--- src/rtl/mem_access_unit.sv ---
// MEM-stage data-memory access sequencer: one load/store at a time, request/ready
// handshake with timeout, store lane replication and load right-justification.
module mem_access_unit #(
  parameter int unsigned TIMEOUT_CYCLES = 16
) (
  input  logic        clk,
  input  logic        rst,
  input  logic        start,
  input  logic        is_store,
  input  logic [1:0]  size,
  input  logic [31:0] addr,
  input  logic [31:0] wdata,
  output logic        busy,
  output logic        done,
  output logic        err_align,
  output logic        err_timeout,
  output logic [31:0] load_data,
  output logic        mem_req,
  output logic        mem_we,
  output logic [31:0] mem_addr,
  output logic [3:0]  mem_be,
  output logic [31:0] mem_wdata,
  input  logic        mem_ready,
  input  logic [31:0] mem_rdata
);

  localparam int unsigned CNT_W = (TIMEOUT_CYCLES > 1) ? $clog2(TIMEOUT_CYCLES) : 1;
  localparam logic [CNT_W-1:0] CNT_LAST = CNT_W'(TIMEOUT_CYCLES - 1);

  typedef enum logic [1:0] {
    IDLE,
    REQ,
    FIN
  } state_t;

  state_t state, state_nxt;

  logic             is_store_q;
  logic [1:0]       size_q;
  logic [1:0]       lane_q;
  logic [CNT_W-1:0] cnt;
  logic             err_align_q;
  logic             err_timeout_q;

  logic             misaligned;
  logic [3:0]       be_nxt;
  logic [31:0]      wdata_nxt;
  logic [31:0]      rdata_aligned;

  // Alignment check and store-side lane mapping work on the raw command inputs
  always_comb begin
    misaligned = 1'b0;
    be_nxt     = '0;
    wdata_nxt  = '0;
    case (size)
      2'b00: begin
        be_nxt    = 4'b0001 << addr[1:0];
        wdata_nxt = {4{wdata[7:0]}};
      end
      2'b01: begin
        misaligned = addr[0];
        be_nxt     = addr[1] ? 4'b1100 : 4'b0011;
        wdata_nxt  = {2{wdata[15:0]}};
      end
      2'b10: begin
        misaligned = (addr[1:0] != 2'b00);
        be_nxt     = '1;
        wdata_nxt  = wdata;
      end
      default: misaligned = 1'b1;
    endcase
  end

  // Load-side lane selection uses the latched size and low address bits
  always_comb begin
    rdata_aligned = '0;
    case (size_q)
      2'b00: begin
        case (lane_q)
          2'd0:    rdata_aligned = {24'h0, mem_rdata[7:0]};
          2'd1:    rdata_aligned = {24'h0, mem_rdata[15:8]};
          2'd2:    rdata_aligned = {24'h0, mem_rdata[23:16]};
          default: rdata_aligned = {24'h0, mem_rdata[31:24]};
        endcase
      end
      2'b01:   rdata_aligned = lane_q[1] ? {16'h0, mem_rdata[31:16]} : {16'h0, mem_rdata[15:0]};
      default: rdata_aligned = mem_rdata;
    endcase
  end

  always_ff @(posedge clk) begin
    if (rst) state <= IDLE;
    else     state <= state_nxt;
  end

  always_comb begin
    state_nxt = state;
    case (state)
      IDLE: begin
        if (start) state_nxt = misaligned ? FIN : REQ;
      end
      REQ: begin
        if (mem_ready || (cnt == CNT_LAST)) state_nxt = FIN;
      end
      FIN:     state_nxt = IDLE;
      default: state_nxt = IDLE;
    endcase
  end

  always_ff @(posedge clk) begin
    if (rst) begin
      is_store_q    <= 1'b0;
      size_q        <= '0;
      lane_q        <= '0;
      cnt           <= '0;
      err_align_q   <= 1'b0;
      err_timeout_q <= 1'b0;
      load_data     <= '0;
      mem_addr      <= '0;
      mem_be        <= '0;
      mem_wdata     <= '0;
    end else begin
      case (state)
        IDLE: begin
          if (start) begin
            is_store_q <= is_store;
            size_q     <= size;
            lane_q     <= addr[1:0];
            if (misaligned) begin
              err_align_q <= 1'b1;
            end else begin
              cnt       <= '0;
              mem_addr  <= {addr[31:2], 2'b00};
              mem_be    <= be_nxt;
              mem_wdata <= wdata_nxt;
            end
          end
        end
        REQ: begin
          // mem_ready wins over the timeout on the final allowed cycle
          if (mem_ready) begin
            if (!is_store_q) load_data <= rdata_aligned;
          end else if (cnt == CNT_LAST) begin
            err_timeout_q <= 1'b1;
          end else begin
            cnt <= cnt + 1'b1;
          end
        end
        FIN: begin
          err_align_q   <= 1'b0;
          err_timeout_q <= 1'b0;
        end
        default: ;
      endcase
    end
  end

  assign busy        = (state != IDLE);
  assign done        = (state == FIN);
  assign err_align   = (state == FIN) && err_align_q;
  assign err_timeout = (state == FIN) && err_timeout_q;
  assign mem_req     = (state == REQ);
  assign mem_we      = (state == REQ) && is_store_q;

endmodule

--- config.mk ---
export PLATFORM = sky130hd
export DESIGN_NAME = mem_access_unit
export DESIGN_NICKNAME = d
export VERILOG_FILES = /design/src/rtl/mem_access_unit.sv
export SDC_FILE = /design/constraint.sdc
export NUM_CORES = 1
export LEC_CHECK = 0
export ABC_AREA = 1
export CORE_MARGIN = 5
export CORE_UTILIZATION = 48
export CTS_BUF_LIST = sky130_fd_sc_hd__clkbuf_8
export DETAILED_ROUTE_END_ITERATION = 8
export PLACE_DENSITY = 0.95
export SLEW_MARGIN = 20
export SYNTH_ARGS = -nofsm -noshare
export SYNTH_HDL_FRONTEND = slang
export SYNTH_SLANG_ARGS = --single-unit
--- constraint.sdc ---
create_clock -name clk -period 4 [get_ports clk]
set_clock_uncertainty 0.1 [all_clocks]
set_input_delay 0.4 -clock clk [delete_from_list [all_inputs] [get_ports clk]]
set_output_delay 0.4 -clock clk [all_outputs]
set_load 0.05 [all_outputs]
-- Word-level counts from Yosys, hierarchy flattened
Index checks and enable logic that the tools add are counted.
- add/sub/neg operators: 1
- eq/ne operators: 15
- shift operators: 1
- multiplexer cells: 22
- bitwise logic cells: 2
- reduce and logical (&&, ||, !) cells: 20
- operator list (operator ; count):
    32-bit one-hot mux with 3 select lines ; 1
    32-bit one-hot mux with 2 select lines ; 1
    8-bit one-hot mux with 3 select lines ; 1
    4-bit 2-to-1 mux ; 5
    16-bit 2-to-1 mux ; 1
    4-bit one-hot mux with 3 select lines ; 1
    3-bit AND reduction ; 4
    2-bit != test, second input constant ; 5
    2-bit nonzero test ; 5
    2-bit by 1-bit equality test with 1-bit output, second input constant ; 4
    2-bit logical NOT ; 4
    4-bit one-hot mux with 2 select lines ; 1
    2-bit equality test, second input constant ; 3
    2-bit 2-to-1 mux ; 3
    5-bit AND reduction ; 1
    4-bit by 1-bit adder with 4-bit output, second input constant ; 1
    4-bit equality test, second input constant ; 1
    1-bit 2-to-1 mux ; 4
    2-bit by 1-bit != test with 1-bit output, second input constant ; 2
    1-bit one-hot mux with 2 select lines ; 2
    2-bit one-hot mux with 2 select lines ; 1
    2-bit AND reduction ; 2
    1-bit by 2-bit left shift with 4-bit output, first input constant ; 1
    1-bit logical AND ; 3
    3 further kinds ; 4
- bits in registers: 111
- bits of input ports: 103
- output and inout port bits: 106
- logic and storage cells: 72

-- Logic depth before layout (Yosys ltp)
Gate-level depths: netlist of the first run.
- depth in word-level cells: 5
- depth in mapped cells: 9
- gate-level depth less buffers: 9

-- Worst setup path before layout of the first run
No wires, ideal clock.
- path kind: flip-flop to output port
- from: register state[1]
- to: output port err_align
- data arrival time: 2.009 ns
- data required time: 3.500 ns
- slack: 1.491 ns
- cell stages (with the launch flop): 5
- buffers on the path: 0
- cell sequence: dfxtp_1 inv_2 nor2_1 inv_1 nor2_1
- word-level cells in the longest chain between the ends: 2
- RTL lines (what ; line ; source):
    start: declaration ; 36 ; state_t state, state_nxt;
    start signal: assignment ; 93 ; else state <= state_nxt;
    2-bit equality test ; n/a ;
    via done ; 14 ; output logic done,
    1-bit logical AND ; 160 ; assign err_align = (state == FIN) && err_align_q;
    end: declaration ; 15 ; output logic err_align,
The timed path passes the listed nets, and every way through them passes these cells.

-- Final worst setup path of the first run
- from: register state[1]
- to: output port err_align
- word-level cells in the longest chain between the ends: 2
- RTL lines (what ; line):
    2-bit equality test ; 160
    1-bit logical AND ; 160
Every way passes these cells.

==> impl_metrics.ini, run 1 <==
[status]
outcome = completed

[global_route]
grt_max_degree = 78
grt_pass1_vias = 5213
overflow = 0
grt_pass1_wl_um = 25300
grt_util_all_layers = 0.239
antenna_found_initial = 0

[setup_path]
r2r-start = state[1]
r2r_cells = 8
cp-end-kind = primary output
path_buf_inv = 3
r2r_end = cnt[2]
crit_fanout = 4
worst_path_most_repeated_cell = nor2_1
crit_start = state[1]
crit_slowest_cell = clkdlybuf4s50_1
crit_type = flip-flop to primary output
r2r_slack_ps = 1910
critPathTopFamily = buffers and inverters
cp_data_arrival_time_ps = 2090
cp-start-kind = flip-flop
max_stage_delay_ps = 830
path_cells = inv_2, nor2_1, inv_1, nor2_1, clkdlybuf4s50_1
cp.required_ps = 3500

[die]
io-pin-count = 209
start_util = 0.485
dieHeight_um = 114
die-area_mm2 = 0.0130
die_w_um = 114
core_mm2 = 0.0107
row_count = 38

[sta]
finalHoldViolCount = 0
setup_ws_ps = 1410
period_share = 0.648
worst_hold_slack_ps = 363
slew_headroom = 0.286
min_period_ps = 2590
fmax_ghz = 0.386
maxSlewViolCount = 0
tightest_slew_ps = 1070
rsz0062_at_grt = false
setup_tns_ps = 0
setup_viol = 0

[job]
maxCapViolCount = 0

[layout]
n_fill_cell = 902
final_cell_area_mm2 = 0.00738
drive_gt1_frac = 0.132
multi_input_comb_area_mm2 = 0.00259
antenna_cells = 0
ff_latch_area_mm2 = 0.00222
final_util = 0.687
layout.cells.non_filler = 1033
nNetsFinal = 992
synthToLayoutAreaGrowth_pct = 41.7

[route]
via_count = 5404
drc = 0
dr.first_iter.drc_count = 493
drt.antenna.violating_nets = 0
drtPass1Iterations = 5
viasPerCell = 5.23
drt-wirelength-per-cell_um = 15.4
totalWireLength_um = 16000

[power]
power_switching_uw = 830
comb_power_share = 0.264
seq_power_share = 0.478
leakagePower_nw = 2.79
netSwitchingFraction = 0.333
p_total_mw = 2.49
clockPowerShare = 0.258
p_int_mw = 1.66
vdd_drop_max_mv = 0.237
power.density_mw_per_mm2 = 337

[min_path]
hold_end = err_timeout_q
min_from = err_timeout_q
whs_path_depth = 2
hold_class = flip-flop to flip-flop

[cts]
cts_buffer_depth = 2
cts_buffers = 9
cts_sinks = 111
cts_resized = 0
cts_root_buffer = clkbuf_8
path_clk_slew_ps = 100
cts_tree = done
ctsHoldBuffers = 0
clk_latency_ps = 360
h-tree-depth = 3
post_cts_buffers = 0

[synthesis]
synth_seq_cells = 111
ys_seq_area_frac = 0.426
yosys_most_used_dff = dfxtp_1
syn-cell-area_mm2 = 0.00521
yosys-top-cells-area = dfxtp_1, nand2_1, a21oi_2, a21oi_1, nand3_1
synth.distinct_cells = 33
yosys_warnings = 0
synth_edf_count = 0
synthArstFlopShare = 0
yosysMostFrequentCell = nand2_1
postSynthAreaPerCell_um2 = 7.32
synth_top_area_frac = 0.426
synthTopCellsByCount = nand2_1, dfxtp_1, a21oi_1, nand3_1
synth_top_cell_by_area = dfxtp_1
synth_cells = 712

[placement]
dp_slack_ps = 1290
dp_cells = 1017
place_hpwl_um = 11500
place.gp.congestion = 0.908
port_buffers = 206
placed_cell_area_mm2 = 0.00720
==> tightest hold or removal path, delay by kind of cell, from the launching register on <==
kind,cells,cell delay (ps)
buffers and inverters,1,60
AO/OA/AOI/OAI,1,60
flip-flops,1,310
==> logic make-up after synthesis <==
family | share of synthesized area
simple gates | 0.323
compound gates | 0.169
flops | 0.426
buf+inv | 0.0766
xor+xnor | 0.00168
fa+ha+maj | 0.00240
other cells | 0.000720
==> layout make-up <==
type / count / share of cell area
multi-input cells: 526 / 0.351
flip-flops and latches: 111 / 0.301
repair buffers: 211 / 0.284
well taps: 140 / 0.0237
clock buffers: 11 / 0.0205
inverters: 29 / 0.0147
clock inverters: 5 / 0.00458
==> worst max path at each step <==
stage | end | slack (ps) | depth (start not counted)
floorplan | err_align | 1490 | 4
global placement | cnt[3] | 1360 | 7
detailed placement | cnt[2] | 1290 | 7
CTS | err_align | 1400 | 5
global route | err_align | 1320 | 5
finish | err_align | 1410 | 5
==> per-layer routing <==
layer / GRT usage / share of wire / routed length, µm / vias up
met2: 0.397 / 0.46 / 7380 / 251
li1: - / - / - / 2656
met3: 0.0682 / 0.10 / 1670 / 45
met4: 0.0903 / 0.035 / 562 / 0
met1: 0.293 / 0.40 / 6340 / 2452
met5: 0 / 0 / 0 / -
==> power by group through the flow <==
stage | Clock, mW | Combinational (mW) | Sequential, mW
after global routing | 0.706 | 0.706 | 1.20
after floorplan | 0 | 0.287 | 1.34
after global placement | 0 | 0.648 | 1.21
final | 0.642 | 0.658 | 1.19
after detailed placement | 0 | 0.656 | 1.21
after CTS | 0.652 | 0.658 | 1.19
==> layout by cell type (no fill, tap or decap), types with 2 or more instances in the layout <==
cell             count
dfxtp_1            111
o22ai_1              2
o21ai_1              2
inv_2                6
nand3_1             53
nor2_2               3
clkbuf_8            11
conb_1               2
nand2_2             40
inv_1               23
nand3b_1             7
nor2_4               2
clkdlybuf4s50_1    205
a21oi_1             68
nand4_1              2
nand2_1            225
o21ai_0             32
buf_4                6
nor2_1              39
clkinv_4             2
a21oi_2             40
==> state kept, by name (all words and copies together), names as in the netlist <==
signal         count
err_align_q        1
is_store_q         1
load_data         32
state              2
err_timeout_q      1
mem_wdata         32
mem_be             4
cnt                4
size_q             2
lane_q             2
mem_addr          30
Note: power is estimated with default switching activity, not from simulation.
==> inputs of run 2 (changes only) <==
CORE_UTILIZATION = 45   (was 48)
PLACE_DENSITY = 0.93   (was 0.95)
clock period = 2.39 ns   (was 4 ns; I/O delays follow)
==> impl_metrics.ini, run 2 (same netlist as run 1, synthesis figures left out) <==
[route]
via_count = 5416
drt-wirelength-per-cell_um = 15.1
totalWireLength_um = 15800
drtPass1Iterations = 6
drc = 0
dr.first_iter.drc_count = 617
viasPerCell = 5.19
drt.antenna.violating_nets = 0

[setup_path]
r2r_end = load_data[7]
crit_type = flip-flop to primary output
cp-start-kind = flip-flop
crit_start = state[1]
path_cells = inv_2, nor2_1, clkdlybuf4s50_1
crit_fanout = 4
cp_data_arrival_time_ps = 1950
r2r_cells = 5
r2r_slack_ps = 650
r2r-start = size_q[0]
cp.required_ps = 2050
cp-end-kind = primary output
endpoint = done
max_stage_delay_ps = 880
critPathTopFamily = buffers and inverters
path_buf_inv = 2
worst-path-stages = 3
crit_slowest_cell = clkdlybuf4s50_1

[cts]
cts_buffer_depth = 2
path_clk_slew_ps = 100
clk_latency_ps = 370
cts_buffers = 9
cts_sinks = 111
cts_resized = 0
post_cts_buffers = 0
ctsHoldBuffers = 0
cts_root_buffer = clkbuf_8
cts_tree = done
h-tree-depth = 3

[layout]
synthToLayoutAreaGrowth_pct = 43.1
multi_input_comb_area_mm2 = 0.00259
antenna_cells = 0
drive_gt1_frac = 0.142
final_cell_mix = nand2_1, clkdlybuf4s50_1, dfxtp_1, a21oi_1, nand3_1
final_common_cell = nand2_1
ff_latch_area_mm2 = 0.00222
reg.largest.list = load_data: 32 flops, mem_wdata: 32 flops, mem_addr: 30 flops
nNetsFinal = 1000
n_fill_cell = 956
final_cell_area_mm2 = 0.00746

[placement]
dp_slack_ps = 335
placed_cell_area_mm2 = 0.00727
place_hpwl_um = 11700
place.gp.congestion = 0.901
port_buffers = 206

[sta]
setup_viol = 0
setup_ws_ps = 104
fmax_ghz = 0.437
maxSlewViolCount = 0
period_share = 0.956
finalHoldViolCount = 0
rsz0062_at_grt = false
tightest_slew_ps = 572
setup_tns_ps = 0
min_period_ps = 2290
slew_headroom = 0.617

[die]
die_w_um = 118
row_count = 39
die-area_mm2 = 0.0138
start_util = 0.458
dieHeight_um = 118
core_mm2 = 0.0114
io-pin-count = 209

[power]
clockPowerShare = 0.263
comb_power_share = 0.266
vdd_drop_max_mv = 0.378
power.density_mw_per_mm2 = 566
p_total_mw = 4.22
seq_power_share = 0.471
power_switching_mw = 1.38
leakagePower_nw = 2.84
netSwitchingFraction = 0.328
p_int_mw = 2.83

[job]
maxCapViolCount = 0

[global_route]
antenna_found_initial = 0
grt_util_all_layers = 0.217
grt_pass1_wl_um = 25000
grt_pass1_vias = 5035
overflow = 0
grt_max_degree = 48

[min_path]
hold_class = input pin to flip-flop

[status]
outcome = completed
==> run 2: cell count changes in the layout (fill, tap and decap cells not counted) <==
| cell | before | now |
|---|---|---|
| buf_12 | 0 | 1 |
| buf_4 | 6 | 15 |
| bufinv_16 | 0 | 1 |
| clkbuf_8 | 11 | 9 |
| clkdlybuf4s50_1 | 205 | 203 |
| clkinv_2 | 1 | 3 |
| clkinv_4 | 2 | 1 |
==> run 2: per-layer routing <==
metal  up-vias  global-route usage  part of all wire
met2       268               0.363              0.48
li1       2657                   -                 -
met1      2461               0.262              0.40
met3        30              0.0687              0.10
met5         -                   0                 0
met4         0              0.0789             0.022
==> run 2: final cells by class <==
| type | count | share of cell area |
|---|---|---|
| Inverter | 29 | 0.0146 |
| Timing Repair Buffer | 219 | 0.290 |
| Clock inverter | 7 | 0.00872 |
| Clock buffer | 9 | 0.0166 |
| Sequential cell | 111 | 0.298 |
| Tap cell | 143 | 0.0240 |
| Multi-Input combinational cell | 526 | 0.348 |
==> run 2: worst min path at each step <==
stage | from | end | slack [ps] | depth (start not counted)
final | rst | mem_wdata[31] | 160 | 2
after global routing | rst | mem_addr[5] | 140 | 2
after CTS | rst | mem_wdata[31] | 130 | 2
after detailed placement | err_timeout_q | err_timeout_q | 340 | 2
after global placement | err_timeout_q | err_timeout_q | 340 | 2
after floorplan | wdata[4] | mem_wdata[4] | 270 | 2
==> run 2: stage by stage <==
stage                      util  instances  hold slack [ps]
final                     0.656       1044              159
after global routing      0.656       1044              143
after CTS                 0.656       1044              127
after detailed placement  0.639       1028              343
after global placement    0.639       1028              341
after floorplan               -        713              274
==> run 2: power by group through the flow <==
stage	logic (mW)	clock network [mW]	registers, mW
after floorplan	0.481	0	2.25
after global placement	1.10	0	2.02
after detailed placement	1.12	0	2.03
after CTS	1.12	1.16	1.99
after global routing	1.20	1.23	2.00
final	1.12	1.11	1.99
